`src/rtl/tt_nibble_pkg.sv`:
```
// Shared sizing constants and assembler state type for the nibble unpacker.
// Build option: NIBBLE_UNPACKER_INVERT_EN selects inverted nibble decoding in the top.
package tt_nibble_pkg;

    localparam int FIFO_DEPTH = 4;
    localparam int PTR_W      = 2;
    localparam int CNT_W      = 3;

    typedef enum logic {
        LOW  = 1'b0,
        HIGH = 1'b1
    } asm_state_t;

endpackage

```
`src/rtl/nibble_fifo_if.sv`:
```
// Byte-wide push/pop bus between the nibble assembler (master) and its FIFO (slave).
interface nibble_fifo_if;
    import tt_nibble_pkg::*;

    logic             push;
    logic             pop;
    logic [7:0]       din;
    logic [7:0]       dout;
    logic [CNT_W-1:0] count;
    logic             full;
    logic             empty;

    modport master (output push, output pop, output din,
                    input  dout, input count, input full, input empty);
    modport slave  (input  push, input pop, input din,
                    output dout, output count, output full, output empty);

endinterface

```
`src/rtl/nibble_fifo.sv`:
```
// Four-entry byte FIFO with a registered head output that reads 8'h00 when empty.
// A pop is applied before a same-cycle push, so a full FIFO accepts pop+push together.
module nibble_fifo
    import tt_nibble_pkg::*;
(
    input  logic         clk,
    input  logic         rst_n,
    nibble_fifo_if.slave f
);

    logic [7:0]       mem [FIFO_DEPTH];
    logic [PTR_W-1:0] rd_ptr_reg, rd_ptr_next;
    logic [PTR_W-1:0] wr_ptr_reg, wr_ptr_next;
    logic [CNT_W-1:0] count_reg, count_next;
    logic [7:0]       dout_reg, dout_next;
    logic             do_pop;
    logic             do_push;

    always_comb begin
        do_pop      = f.pop && (count_reg != '0);
        do_push     = f.push && ((count_reg != CNT_W'(FIFO_DEPTH)) || do_pop);
        rd_ptr_next = rd_ptr_reg + PTR_W'(do_pop);
        wr_ptr_next = wr_ptr_reg + PTR_W'(do_push);
        count_next  = count_reg + CNT_W'(do_push) - CNT_W'(do_pop);
        // The head is the incoming byte only when it lands in an otherwise empty FIFO.
        if (count_next == '0) begin
            dout_next = 8'h00;
        end else if (do_push && (wr_ptr_reg == rd_ptr_next)) begin
            dout_next = f.din;
        end else begin
            dout_next = mem[rd_ptr_next];
        end
    end

    always_ff @(posedge clk) begin
        if (do_push) begin
            mem[wr_ptr_reg] <= f.din;
        end
    end

    always_ff @(posedge clk or negedge rst_n) begin
        if (!rst_n) begin
            rd_ptr_reg <= '0;
            wr_ptr_reg <= '0;
            count_reg  <= '0;
            dout_reg   <= 8'h00;
        end else begin
            rd_ptr_reg <= rd_ptr_next;
            wr_ptr_reg <= wr_ptr_next;
            count_reg  <= count_next;
            dout_reg   <= dout_next;
        end
    end

    assign f.dout  = dout_reg;
    assign f.count = count_reg;
    assign f.full  = (count_reg == CNT_W'(FIFO_DEPTH));
    assign f.empty = (count_reg == '0);

endmodule

```
`src/rtl/tt_um_nibble_unpacker.sv`:
```
// Nibble-to-byte unpacker: synchronised strobes, two-nibble assembler, 4-byte FIFO.
// Build option: NIBBLE_UNPACKER_INVERT_EN inverts each received nibble before assembly.
module tt_um_nibble_unpacker
    import tt_nibble_pkg::*;
(
    input  logic [7:0] ui_in,
    output logic [7:0] uo_out,
    input  logic [7:0] uio_in,
    output logic [7:0] uio_out,
    output logic [7:0] uio_oe,
    input  logic       ena,
    input  logic       clk,
    input  logic       rst_n
);

    // Channel 0: nibble strobe, 1: pop strobe, 2: overflow clear (level only).
    logic [2:0] sync_in;
    logic [2:0] sync1_reg;
    logic [2:0] sync2_reg;
    logic [1:0] prev_reg;
    logic [1:0] rise;

    assign sync_in = {ui_in[1], ui_in[0], uio_in[4]};

    always_ff @(posedge clk or negedge rst_n) begin
        if (!rst_n) begin
            sync1_reg <= '0;
            sync2_reg <= '0;
            prev_reg  <= '0;
        end else if (ena) begin
            sync1_reg <= sync_in;
            sync2_reg <= sync1_reg;
            prev_reg  <= sync2_reg[1:0];
        end
    end

    genvar gi;
    generate
        for (gi = 0; gi < 2; gi++) begin : g_rise
            assign rise[gi] = sync2_reg[gi] & ~prev_reg[gi];
        end
    endgenerate

    logic       nib_ev;
    logic       pop_ev;
    logic       clr_lvl;
    logic [3:0] nibble;

    assign nib_ev  = ena & rise[0];
    assign pop_ev  = ena & rise[1];
    assign clr_lvl = sync2_reg[2];

`ifdef NIBBLE_UNPACKER_INVERT_EN
    assign nibble = ~uio_in[3:0];
`else
    assign nibble = uio_in[3:0];
`endif

    nibble_fifo_if fifo_bus ();

    nibble_fifo u_fifo (
        .clk   (clk),
        .rst_n (rst_n),
        .f     (fifo_bus.slave)
    );

    asm_state_t state_reg;
    logic [3:0] low_nib_reg;
    logic       ovf_reg;
    logic       ovf_set;

    // First nibble becomes the low half; the second completes the byte and pushes it.
    assign fifo_bus.push = nib_ev && (state_reg == HIGH);
    assign fifo_bus.pop  = pop_ev;
    assign fifo_bus.din  = {nibble, low_nib_reg};
    assign ovf_set       = fifo_bus.push && fifo_bus.full && !pop_ev;

    always_ff @(posedge clk or negedge rst_n) begin
        if (!rst_n) begin
            state_reg   <= LOW;
            low_nib_reg <= 4'h0;
            ovf_reg     <= 1'b0;
        end else if (ena) begin
            if (nib_ev) begin
                if (state_reg == LOW) begin
                    low_nib_reg <= nibble;
                    state_reg   <= HIGH;
                end else begin
                    state_reg   <= LOW;
                end
            end
            // A new overflow wins over a clear seen in the same cycle.
            if (ovf_set) begin
                ovf_reg <= 1'b1;
            end else if (clr_lvl) begin
                ovf_reg <= 1'b0;
            end
        end
    end

    assign uo_out  = fifo_bus.dout;
    assign uio_out = {ovf_reg, fifo_bus.empty, ~fifo_bus.full, 5'b0_0000};
    assign uio_oe  = 8'b1110_0000;

    logic unused;
    assign unused = &{1'b0, ui_in[7:2], uio_in[7:5], fifo_bus.count};

endmodule
```
`config.mk`:
```
export PLATFORM = sky130hd
export DESIGN_NAME = tt_um_nibble_unpacker
export DESIGN_NICKNAME = d
export VERILOG_FILES = /design/src/rtl/tt_nibble_pkg.sv /design/src/rtl/nibble_fifo_if.sv /design/src/rtl/nibble_fifo.sv /design/src/rtl/tt_um_nibble_unpacker.sv
export SDC_FILE = /design/constraint.sdc
export NUM_CORES = 1
export LEC_CHECK = 0
export ABC_AREA = 1
export CAP_MARGIN = 25
export CELL_PAD_IN_SITES_DETAIL_PLACEMENT = 2
export CELL_PAD_IN_SITES_GLOBAL_PLACEMENT = 2
export CORE_MARGIN = 2
export CORE_UTILIZATION = 30
export DETAILED_ROUTE_END_ITERATION = 8
export PLACE_DENSITY = 0.73
export SYNTH_ARGS = -nofsm -noshare
export SYNTH_HDL_FRONTEND = slang
export SYNTH_SLANG_ARGS = --single-unit
```
`constraint.sdc`:
```
create_clock -name clk -period 2.2 [get_ports clk]
set_input_delay 0.44 -clock clk [delete_from_list [all_inputs] [get_ports clk]]
set_output_delay 0.44 -clock clk [all_outputs]
set_load 0.01 [all_outputs]
```
**After elaboration in Yosys (flattened, before gate mapping)**

Memory sizes are Yosys's and may differ from the RTL's.
Index checks and enable logic that the tools add are counted.
Widths: inputs -> output; s select.

- Bitwise operators: 8
- $mul: 0
- $add $sub $neg: 4
- Muxes and demuxes: 7
- Divide/modulo/power cells: 0
- Reductions and logical operators: 15
- Shift-type cells: 0
- Equal/unequal tests: 3
- Magnitude comparators: 0

Operator list:

| cell | count |
|---|---|
| $mux 8 | 2 |
| $logic_and 1x1->1 | 6 |
| $logic_not 3->1 | 2 |
| $mux 1 | 5 |
| $add 2x1->2 | 2 |
| $and 1x1->1 | 4 |
| $not 1->1 | 4 |
| $reduce_and 2->1 | 2 |
| $add 3x1->3 | 1 |
| $eq 3x3->1 const B | 1 |
| $ne 3x3->1 const B | 1 |
| $reduce_and 3->1 | 1 |
| $reduce_bool 3->1 | 1 |
| $sub 3x1->3 | 1 |
| $eq 2x2->1 | 1 |
| $reduce_bool 2->1 | 1 |
| $logic_not 1->1 | 1 |
| $logic_or 1x1->1 | 1 |

- Memory bits (writable): 32
- Bits of input ports: 19
- Output and inout bits: 24
- Latch bits: 0
- Memories: 1
- Logic and storage cells: 48
- Bits in registers: 29
- Memory bits (read-only): 0

Memory list:

| memory | depth | width | read ports | clocked after memory_dff | wr ports | RTL line | source |
|---|---|---|---|---|---|---|---|
| u_fifo.mem | 4 | 8 | 1 | 0 | 1 | nibble_fifo.sv:11 | `logic [7:0] mem [FIFO_DEPTH];` |

**Depth between registers and ports, before layout**

Gate-level depths: netlist of run 1.

- Word-level depth: 10
- Depth in mapped cells: 14
- Gate-level depth less buffers: 14

**By module**

From an unflattened synthesis of run 1, not the netlist that was laid out.

- Cell total of the unflattened synthesis: 280
- Area, all modules: 2777.7 um2

Modules (own cells, without submodules):

| module | cells an instance | instances | sequential area each (um2) | area an instance (um2) |
|---|---|---|---|---|
| nibble_fifo | 198 | 1 | 1336.3 | 2083.2 |
| tt_um_nibble_unpacker | 82 | 1 | 350.3 | 694.4 |

**Worst setup path before layout of run 1**

No wires, ideal clock.

- Path type: register to register
- From: register u_fifo.count_reg[1], in the netlist u_fifo.f.count[1]
- To: register u_fifo.dout_reg[0], in the netlist u_fifo.f.dout[0]
- Arrival time: 2.055 ns
- Cell stages (with the launch flop): 15
- Buffers on the path: 0
- Data required time: 2.083 ns
- Library setup time: 0.117 ns
- Period minus slack after synthesis: 2.171 ns
- Setup slack: 0.029 ns
- Path through: dfrtp_1 > inv_1 > nand2_1 > o21ai_0 > inv_1 > ha_1 > inv_1 > ha_1 > inv_1 > fa_1 > inv_1 > nor2_1 > nand2_1 > nand2_1 > nor2_1

- Cells in the longest elaborated chain, start to end: 8
- Elaborated cells between the ends (all ways): 14
- Those cells by class: add/sub: 3; eq/ne: 2; mux: 2; reduce/logical: 6; memory: 1

RTL lines:

| element | RTL line | source |
|---|---|---|
| start, declared | nibble_fifo.sv:14 | `logic [CNT_W-1:0] count_reg, count_next;` |
| start signal, assigned | nibble_fifo.sv:50 | `count_reg <= count_next;` |
| $reduce_bool 3->1 | nibble_fifo.sv:20 | `do_pop = f.pop && (count_reg != '0);` |
| $logic_and 1x1->1 | nibble_fifo.sv:20 |  |
| $logic_or 1x1->1 | nibble_fifo.sv:21 | `do_push = f.push && ((count_reg != CNT_W'(FIFO_DEPTH)) \|\| do_pop);` |
| $logic_and 1x1->1 | nibble_fifo.sv:21 |  |
| $add 3x1->3 | nibble_fifo.sv:24 | `count_next = count_reg + CNT_W'(do_push) - CNT_W'(do_pop);` |
| $sub 3x1->3 * | nibble_fifo.sv:24 |  |
| named net u_fifo.count_next[1] | nibble_fifo.sv:14 |  |
| $logic_not 3->1 * | nibble_fifo.sv:26 | `if (count_next == '0) begin` |
| $mux 8 * | nibble_fifo.sv:26 |  |
| named net u_fifo.dout_next[0] | nibble_fifo.sv:15 | `logic [7:0] dout_reg, dout_next;` |
| end signal, assigned | nibble_fifo.sv:51 | `dout_reg <= dout_next;` |
| end, declared | nibble_fifo.sv:15 |  |

The timed path passes the listed nets; every way through them passes the cells marked *.
A chain may end at the register's enable or synchronous reset.

**Worst setup path after layout of run 1**

- From: register u_fifo.count_reg[1], in the netlist u_fifo.f.count[1]
- To: register u_fifo.dout_reg[4], in the netlist u_fifo.f.dout[4]

- Elaborated cells between the ends (all ways): 14
- Those cells by class: add/sub: 3; eq/ne: 2; mux: 2; reduce/logical: 6; memory: 1

RTL lines:

| element | RTL line | source |
|---|---|---|
| $reduce_bool 3->1 * | nibble_fifo.sv:20 |  |
| $logic_and 1x1->1 * | nibble_fifo.sv:20 |  |
| $add 2x1->2 * | nibble_fifo.sv:22 | `rd_ptr_next = rd_ptr_reg + PTR_W'(do_pop);` |
| named net u_fifo.rd_ptr_next[0] | nibble_fifo.sv:12 | `logic [PTR_W-1:0] rd_ptr_reg, rd_ptr_next;` |
| parallel branches: the longest is 2 deep, another holds $mem_v2 4x8 | n/a |  |
| $mux 8 * | nibble_fifo.sv:28 | `end else if (do_push && (wr_ptr_reg == rd_ptr_next)) begin` |
| $mux 8 * | nibble_fifo.sv:26 |  |
| named net u_fifo.dout_next[4] | nibble_fifo.sv:15 |  |

Mark *: on every way through the listed nets, which the timed path passes.

==> summary.txt, run 1 <==
GRT
  – GRT Util Overall: between 10% and 20%
  – Number of global-route vias before repair: ~2.3k
  – Wire length of the first global-routing pass: roughly 12,000 um
  – Initial antenna violation count: 0
  – Largest net degree at the start of global routing: 30
  – Global route total overflow: 0

Worst setup path
  – Crit-path leading delay family: buffers and inverters
  – Crit path buf inv count: 7
  – Worst setup EP type: register
  – Worst Path Required: approximately 2.4 ns
  – Critical path peak fanout: 8
  – Slowest cell on crit path: dfrtp_1
  – Critical path class: register to register
  – Worst EP arrival: around 2.4 ns
  – Crit-path cells: inv_2, nand2_2, o21ai_2, inv_2, buf_6, buf_4, ha_4, buf_12, inv_6, clkbuf_16, o21ai_0, o21ai_1, nor2_1, nor2_1
  – CP max stage delay: ~0.40 ns
  – CP Launch Type: register

Placement
  – # port buffers: 20
  – Routability cong.: 0.673
  – Post-DP HPWL: between 4000 and 5000 um
  – Pre-CTS setup slack: -0.719 ns

Detailed routing
  – WL per Instance: around 17 um
  – Antenna Nets Post-Route: 0
  – Final wirelength: 7530 um
  – Vias post-DR: approximately 2.1k
  – DR DRC count: 0
  – Iteration-0 DRC Markers: a little under 80
  – DR pass1 iterations: 4
  – Vias per cell: ~4.5

Yosys
  – YS warnings: 0
  – Synth Register Bits: 61
  – Top cell type by total area after synthesis: edfxtp_1
  – Syn Inst Count: ~270
  – Post-synthesis cell type count: 28
  – Avg Cell Area, Syn: between 10 and 15 sq um
  – Post-synth top area share: about a third
  – Post-synthesis cell area: about 2800 sq um
  – Register area share after synthesis: 60.6%
  – Synth top area cells: edfxtp_1 35%, dfrtp_1 26%, nand2_1 11%

Run
  – # Max-Cap Violations: 0

STA
  – Final setup vio count: 1
  – Max frequency: around 0.45 GHz
  – Setup Skew: roughly 0.011 ns
  – RSZ-0062 raised after global routing: yes
  – Tcrit/Tclk final: 100%
  – Max Transition Viols Final: 0
  – Final setup slack of the worst path: -0.00978 ns
  – Worst Hold Slack: ~0.5 ns
  – Hold Vio Cnt, Final: 0
  – Period minus WS final: between 2 and 2.5 ns

CTS
  – CTS H-tree depth: 3
  – TritonCTS Buffers: 9
  – Hold_buf cts: 0
  – Root Buffer: clkbuf_8
  – CTS sink cnt: 61
  – Maximum clock path buffer count: 2
  – Clock Pin Slew Worst Setup and Hold Paths: 0.08 ns
  – CTS tree: done
  – Worst-Skew Late Latency: between 0.3 and 0.4 ns

Final layout
  – Fraction of layout cells with a size suffix above 1: 34.5%
  – Nets: between 300 and 400
  – Register area: roughly 1700 sq um
  – Final-layout fill cell count: 981
  – Area grow syn2layout: 33.9%
  – # diodes: 0
  – Multi-input logic area: 1030 sq um
  – Max FFs per register: 32

Floorplan
  – # rows: 35
  – Boundary pin count: between 40 and 50
  – Initial Util: a little under a third
  – Die X: 100 um
  – Die Y: 100 um
  – CORE AREA: between 9000 and 10,000 sq um
  – Die Area: 10,100 sq um

Power and ir drop
  – Pwr Density: around 1400 nW/um^2
  – Pleak: between 1.5 and 2 nW
  – Peak supply drop: around 0.54 mV

Status
  – Status: complete, but fails checks
  – Failing checks: negative setup slack

Hold path
  – Hold Path Class: input pin to asynchronous set/reset pin
synth_stat cells (all sizes together):
master	instances
xor2	1
xnor2	2
inv	28
o21ai	23
fa	1
nor2	24
dfrtp	29
edfxtp	32
or2	7
ha	4
nand3	14
buf	20
conb	2
nand4	1
nor3	4
nand2	82
worst reg2reg max path: stages, from the launching register on:
cell       delay (ns)
dfrtp_1          0.40
inv_2            0.07
nand2_2          0.06
o21ai_2          0.12
inv_2            0.07
buf_6            0.11
buf_4            0.14
ha_4             0.30
buf_12           0.15
inv_6            0.05
clkbuf_16        0.15
o21ai_0          0.16
o21ai_1          0.12
nor2_1           0.15
nor2_1           0.06
worst paths after layout:
path | start | endpoint | slack, ns | cells past startpoint
max in group asynchronous | rst_n | u_fifo.f.dout[6] | 1.41 | 2
min in group clk | sync1_reg[0] | sync1_reg[0] | 0.49 | 2
worst min-delay path | rst_n | sync1_reg[1] | 0.49 | 2
worst min register to register | sync1_reg[0] | sync1_reg[0] | 0.49 | 2
worst max register to register | u_fifo.f.count[1] | u_fifo.f.dout[4] | -0.01 | 14
worst max-delay path | u_fifo.f.count[1] | u_fifo.f.dout[4] | -0.01 | 14
what timing repair did:
| action | in CTS | in global routing |
|---|---|---|
| endpoints found under the hold margin | 0 | 0 |
| pin swaps | 12 | 28 |
| cloned | 0 | 2 |
| setup buffers | 4 | 8 |
| setup endpoints to repair | 10 | 11 |
| gates resized for setup | 15 | 43 |
metrics by stage:
step | power, mW | instances | util [%] | area, sq um | TNS (ns)
after floorplan | 2.77 | 285 | - | 2820 | 0
after global placement | 3.55 | 423 | 35.5 | 3230 | -5.74
after detailed placement | 3.66 | 423 | 35.5 | 3230 | -8.85
after CTS | 4.72 | 443 | 38.1 | 3470 | -1.26
after global routing | 5.54 | 453 | 40.9 | 3720 | -0.726
final | 5.16 | 453 | 40.9 | 3720 | -0.00978
cells in the final DEF, fill, tap and decap left out, types with 5 or more instances in the layout:
cell type / n
nor2_4: 6
buf_4: 34
nor2_2: 5
nand2_1: 68
or2_2: 6
nand2_2: 12
conb_1: 13
nor2_1: 12
o21ai_0: 9
inv_2: 11
nand3_2: 7
o21ai_1: 10
inv_1: 15
clkdlybuf4s50_1: 18
clkbuf_8: 9
dfrtp_1: 29
nand3_1: 7
edfxtp_1: 32
area by class of cell:
cell class	count	area share (%)
Multi-Input combinational cell	176	27.7
Timing Repair Buffer	61	15.6
Sequential cell	61	45.3
Tap cell	111	3.73
Clock buffer	9	3.33
Clock inverter	7	1.34
Inverter	28	3.02
layer usage:
layer,track usage [%],vias up,share of wire [%]
met5,0,-,0
li1,-,974,-
met4,4.11,0,0.84
met3,3.83,6,3.1
met1,18.4,1044,44
met2,27.1,33,52
logic make-up (layout without fill, tap and decap cells):
kind of cell | count (synthesis) | after routing | share of synthesized area [%]
simple gates | 132 | 132 | 21.5
flops | 61 | 61 | 60.6
buf+inv | 48 | 105 | 9.36
compound gates | 23 | 23 | 4.14
fa+ha+maj | 5 | 5 | 2.52
xor+xnor | 3 | 3 | 1.62
other cells | 2 | 13 | 0.270
power breakdown:
part           switching, mW  internal (mW)
logic                   1.33           1.25
clock network          0.480          0.412
registers              0.206           1.48
total                   2.02           3.14
(Power assumes the default switching activity.)
==> run 2: changes to the inputs <==
- CORE_UTILIZATION: 30 -> 36
- PLACE_DENSITY: 0.73 -> 0.82
- clock period: 2.2 -> 2.56 ns (I/O delays scaled with it)
==> run 2 against run 1 <==
  * The run now ends clean
  * Largest cell class unchanged
  * Wire length shrank 3.3%
  * Clock skew is essentially flat
  * Count of clock-buffer cells in the layout grew 3
  * Critical path type unchanged
  * First-iteration DRC count grew 88%
  * Final cell count shrank 4.2%
  * Design area shrank 5.9%
==> summary.txt, run 2 (synthesis gave the netlist of run 1 again) <==
Detailed routing
  – DR pass1 iterations: 4
  – Vias post-DR: 1,996
  – Final wirelength: 7280 um
  – Vias per cell: ~4.6
  – DR DRC count: 0
  – WL per Instance: approximately 17 um
  – Antenna Nets Post-Route: 0
  – Iteration-0 DRC Markers: about 150

Floorplan
  – CORE AREA: between 7000 and 8000 sq um
  – # rows: 32
  – Die Y: between 90 and 100 um
  – Initial Util: a little over a third
  – Boundary pin count: between 40 and 50
  – Die X: around 92 um
  – Die Area: between 8000 and 9000 sq um

STA
  – Tcrit/Tclk final: 93.2%
  – Hold Vio Cnt, Final: 0
  – Max frequency: 0.419 GHz
  – RSZ-0062 raised after global routing: no
  – Max Transition Viols Final: 0
  – Setup Skew: 0.0105 ns
  – Final setup slack of the worst path: around 0.17 ns
  – Period minus WS final: ~2.4 ns
  – Final setup vio count: 0
  – Setup TNS: 0 ns

CTS
  – Worst-Skew Late Latency: 0.34 ns
  – CTS tree: done
  – Root Buffer: clkbuf_8
  – CTS sink cnt: 61
  – Clock Pin Slew Worst Setup and Hold Paths: roughly 0.07 ns
  – TritonCTS Buffers: 9
  – CTS H-tree depth: 3
  – Maximum clock path buffer count: 2

Power and ir drop
  – Combinational power share: roughly 44%
  – Power share of the sequential group: 34.0%
  – Internal: approximately 2.7 mW
  – Total power: approximately 4.2 mW
  – Pleak: about 1.6 nW
  – Pwr Density: between 1000 and 1500 nW/um^2
  – Peak supply drop: between 0.5 and 0.6 mV
  – Sw Ratio: roughly 36%
  – Psw: 1.51 mW
  – Part of the power in the clock network: 21.9%

Hold path
  – Worst hold path startpoint: sync1_reg[2]
  – Hold Path Class: register to register
  – Hold endpoint: sync1_reg[2]
  – WHS Path Cells: 2

GRT
  – Largest net degree at the start of global routing: 30
  – Number of global-route vias before repair: about 2.3k
  – Wire length of the first global-routing pass: between 10,000 and 15,000 um
  – Global route total overflow: 0
  – Initial antenna violation count: 0
  – GRT Util Overall: between 10% and 20%

Worst setup path
  – CP Launch Type: register
  – Worst setup EP type: register
  – CP startpoint: u_fifo.f.count[0]
  – R2R cell count: 15
  – R2r setup slk: approximately 0.17 ns
  – Critical path class: register to register
  – Critical path peak fanout: 8
  – Worst Path Required: around 2.8 ns
  – Launch point of the worst reg-to-reg path: u_fifo.f.count[0]
  – Worst EP arrival: ~2.6 ns
  – Reg2reg end: u_fifo.f.dout[0]

Placement
  – Pre-CTS setup slack: -0.480 ns
  – Routability cong.: around 0.74
  – # port buffers: 20
  – Placed insts: ~420
  – Post-DP HPWL: about 5200 um

Final layout
  – Final-layout fill cell count: slightly above 800
  – Most frequent cells in the layout: 79 x nand2_1, 32 x edfxtp_1, 29 x dfrtp_1, 26 x buf_4
  – # diodes: 0
  – Finished Layout Cells: about 430
  – Area grow syn2layout: 26.0%
  – Nets: ~350
  – Max FFs per register: 32
  – Commonest non-fill, non-tap cell in the layout: nand2_1
  – Fraction of layout cells with a size suffix above 1: approximately 23%

Status
  – Status: completed

Run
  – # Max-Cap Violations: 0
[run 2: critical path: stages (launching register included)]
cell and delay, ns:
dfrtp_1 0.37, inv_1 0.10, nand2_1 0.09, o21ai_1 0.12, inv_1 0.06, ha_1 0.28, inv_2 0.06, ha_2 0.16
inv_1 0.05, fa_1 0.48, inv_1 0.05, nor2_1 0.09, nand2_1 0.07, buf_6 0.15, nand2_1 0.07, nor2_1 0.05
[run 2: how the worst max path moves through the flow]
stage | end | cells after the start
after global placement | u_fifo.f.dout[0] | 15
after global routing | u_fifo.f.dout[0] | 15
after detailed placement | u_fifo.f.dout[0] | 15
final | u_fifo.f.dout[0] | 15
after CTS | u_fifo.f.dout[0] | 15
after floorplan | u_fifo.f.dout[0] | 14
[run 2: power by group through the flow]
| stage | Combinational (mW) | Sequential, mW | Clock (mW) |
|---|---|---|---|
| final | 1.84 | 1.42 | 0.912 |
| after global routing | 2.06 | 1.45 | 0.960 |
| after CTS | 1.88 | 1.42 | 0.923 |
| after detailed placement | 1.82 | 1.44 | 0 |
| after global placement | 1.71 | 1.42 | 0 |
| after floorplan | 0.950 | 1.43 | 0 |
[run 2: metrics by stage]
| step | utilization (%) | cell area [sq um] | hold slack [ns] |
|---|---|---|---|
| finish | 46.1 | 3500 | 0.477 |
| global route | 46.1 | 3500 | 0.529 |
| detailed placement | 42.9 | 3260 | 0.463 |
| CTS | 46.1 | 3500 | 0.480 |
| global placement | 42.9 | 3260 | 0.456 |
| floorplan | - | 2820 | 0.216 |
[run 2: repair_timing]
action                     CTS  global route
buffers inserted             2             0
setup endpoints to repair    8             8
hold buffers                 0             0
pin swaps                    2             0
resized for setup            6             2
[run 2: layout make-up]
| class | count | area (sq um) | area share, % |
|---|---|---|---|
| timing repair buffer | 51 | 485 | 13.9 |
| inverter | 28 | 105 | 3.00 |
| multi-input combinational | 176 | 888 | 25.4 |
| tap | 102 | 128 | 3.64 |
| clock buffer | 12 | 165 | 4.71 |
| sequential | 61 | 1690 | 48.1 |
| clock inverter | 4 | 45.0 | 1.29 |
[run 2: routing by layer]
layer | vias up | global-route usage (%) | part of all wire (%)
met5 | - | 0 | 0
met4 | 0 | 5.22 | 0.89
met3 | 7 | 3.70 | 2.8
met2 | 30 | 35.9 | 54
met1 | 1008 | 22.8 | 42
li1 | 951 | - | -
==> run 3: changes to the inputs <==
- CORE_ASPECT_RATIO: unset -> 0.9
==> run 3 against run 2 <==
  * Power hardly changed
  * Combinational power is 9% lower
  * Sequential power hardly changed
  * Count of clock-buffer cells in the layout is 3 lower
  * Core utilization is 0.27 points lower
  * Critical path depth is 1 lower
  * Critical endpoint is now u_fifo.f.dout[7]
  * Wire length is 2.7% lower
==> summary.txt, run 3 (synthesis gave the netlist of run 1 again) <==
Status
  – Status: completed

Power and ir drop
  – Power share of the sequential group: approximately a third
  – Internal: approximately 2.6 mW
  – Pleak: about 1.6 nW
  – Sw Ratio: between 30% and 40%
  – Pwr Density: 1210 nW/um^2
  – Psw: approximately 1.5 mW
  – Combinational power share: between 40% and 50%
  – Part of the power in the clock network: approximately 26%
  – Peak supply drop: just under 0.9 mV

CTS
  – CTS H-tree depth: 3
  – TritonCTS Buffers: 9
  – Maximum clock path buffer count: 2
  – Clock Pin Slew Worst Setup and Hold Paths: around 0.07 ns
  – CTS tree: done
  – Root Buffer: clkbuf_8
  – Worst-Skew Late Latency: about 0.34 ns
  – CTS sink cnt: 61

Worst setup path
  – Critical path class: register to register
  – CP endpoint: u_fifo.f.dout[7]
  – CP Launch Type: register
  – Crit-path leading delay family: adder cells
  – R2R cell count: 14
  – Crit-path cells: inv_1, nand2_1, o21ai_1, inv_1, ha_1, inv_1, ha_1, inv_1, fa_1, inv_2, nor2_4, nand2_4, nand2_2, nor2_1
  – Worst EP arrival: 2.65 ns
  – Worst setup EP type: register
  – Stages on worst setup path: 14
  – CP startpoint: u_fifo.f.count[1]
  – Critical path peak fanout: 8
  – Launch point of the worst reg-to-reg path: u_fifo.f.count[1]
  – R2r setup slk: between 0.1 and 0.15 ns
  – CP max stage delay: about 0.51 ns
  – Most frequent cell on the critical path: inv_1
  – Crit path buf inv count: 5
  – Slowest cell on crit path: fa_1
  – Worst Path Required: about 2.8 ns
  – Reg2reg end: u_fifo.f.dout[7]

GRT
  – Number of global-route vias before repair: around 2.2k
  – GRT Util Overall: 18.2%
  – Global route total overflow: 0
  – Initial antenna violation count: 0
  – Wire length of the first global-routing pass: ~12,000 um
  – Largest net degree at the start of global routing: 30

Placement
  – Routability cong.: between 0.7 and 0.8
  – Pre-CTS setup slack: -0.509 ns
  – # port buffers: 20
  – Post-DP HPWL: just under 5000 um

Final layout
  – Commonest non-fill, non-tap cell in the layout: nand2_1
  – Area grow syn2layout: 23.6%
  – # diodes: 0
  – Final-layout fill cell count: a little under 800
  – Fraction of layout cells with a size suffix above 1: a little over a fifth
  – Max FFs per register: 32
  – Post-layout util: a little under half
  – Nets: 340
  – Most frequent cells in the layout: 75 x nand2_1, 32 x edfxtp_1, 29 x dfrtp_1, 20 x inv_1

STA
  – Max Transition Viols Final: 0
  – Hold Vio Cnt, Final: 0
  – Setup Skew: 0.00708 ns
  – Tcrit/Tclk final: a little over nine tenths
  – Final setup vio count: 0
  – Max frequency: a little over 0.4 GHz
  – Final setup slack of the worst path: between 0.1 and 0.15 ns
  – Period minus WS final: 2.43 ns
  – Setup TNS: 0 ns

Hold path
  – Hold Path Class: input pin to register

Floorplan
  – Die Area: about 8400 sq um
  – Die X: ~97 um
  – Boundary pin count: 43
  – CORE AREA: between 7000 and 8000 sq um
  – Initial Util: 37.1%
  – # rows: 30
  – Die Y: between 80 and 90 um

Detailed routing
  – DR pass1 iterations: 4
  – WL per Instance: about 17 um
  – Iteration-0 DRC Markers: between 100 and 150
  – DR DRC count: 0
  – Final wirelength: between 7000 and 8000 um
  – Vias post-DR: just under 2k
  – Vias per cell: roughly 4.7
  – Antenna Nets Post-Route: 0

Run
  – # Max-Cap Violations: 0
run 3: cell count changes in the layout (fill, tap and decap cells not counted), sizes merged, moves of 2 or more:
| cell | change |
|---|---|
| clkinvlp | +2 |
| clkbuf | -3 |
| bufinv | +2 |
| clkinv | -2 |
| buf | -11 |
run 3: cell type report:
cell class              instances  area (sq um)  share of cell area (%)
flip-flops and latches         61          1690                    49.1
multi-input cells             176           913                    26.6
repair buffers                 40           365                    10.6
clock buffers                   9           124                    3.60
clock inverters                 7           123                    3.57
well taps                      96           120                    3.49
inverters                      28           105                    3.06
run 3: power groups by stage:
| stage | registers, mW | clock network (mW) | logic, mW |
|---|---|---|---|
| floorplan | 1.43 | 0 | 0.950 |
| global placement | 1.43 | 0 | 1.45 |
| detailed placement | 1.46 | 0 | 1.54 |
| CTS | 1.44 | 1.09 | 1.66 |
| global route | 1.47 | 1.13 | 1.86 |
| finish | 1.44 | 1.07 | 1.67 |
run 3: routing by layer:
layer / vias to the layer above / share of wire, % / track usage [%]
met5: - / 0 / 0
met1: 982 / 42 / 21.3
met2: 20 / 55 / 33.8
met4: 0 / 0.83 / 5.76
met3: 6 / 2.1 / 3.69
li1: 935 / - / -
run 3: worst min path at each step:
stage / from / to / slack [ns] / depth (start not counted)
4_1_cts: sync1_reg[1] / sync1_reg[1] / 0.49 / 2
6_report: ena / prev_reg[1] / 0.48 / 3
2_1_floorplan: rst_n / low_nib_reg[0] / 0.22 / 0
5_1_grt: ena / prev_reg[1] / 0.50 / 3
3_3_place_gp: sync1_reg[1] / sync1_reg[1] / 0.46 / 2
3_5_place_dp: sync1_reg[1] / sync1_reg[1] / 0.47 / 2
run 3: worst min-delay path: stages:
cell and delay (ns):
dlymetal6s2s_1 0.12, nand2_2 0.09, nand2_1 0.07
run 3: stage by stage:
step | cells | area (sq um) | total power, mW | hold slack (ns)
after detailed placement | 399 | 3140 | 3.00 | 0.467
final | 417 | 3440 | 4.17 | 0.483
after CTS | 415 | 3420 | 4.19 | 0.494
after global routing | 417 | 3440 | 4.46 | 0.499
after floorplan | 285 | 2820 | 2.38 | 0.216
after global placement | 399 | 3140 | 2.88 | 0.455
run 3: timing repair:
action,in CTS,in global routing
resized for setup,12,1
gates cloned,0,0
hold buffers,0,0
endpoints found under the setup margin,8,9
buffers inserted,0,2
pin swaps,2,0
endpoints found under the hold margin,0,0
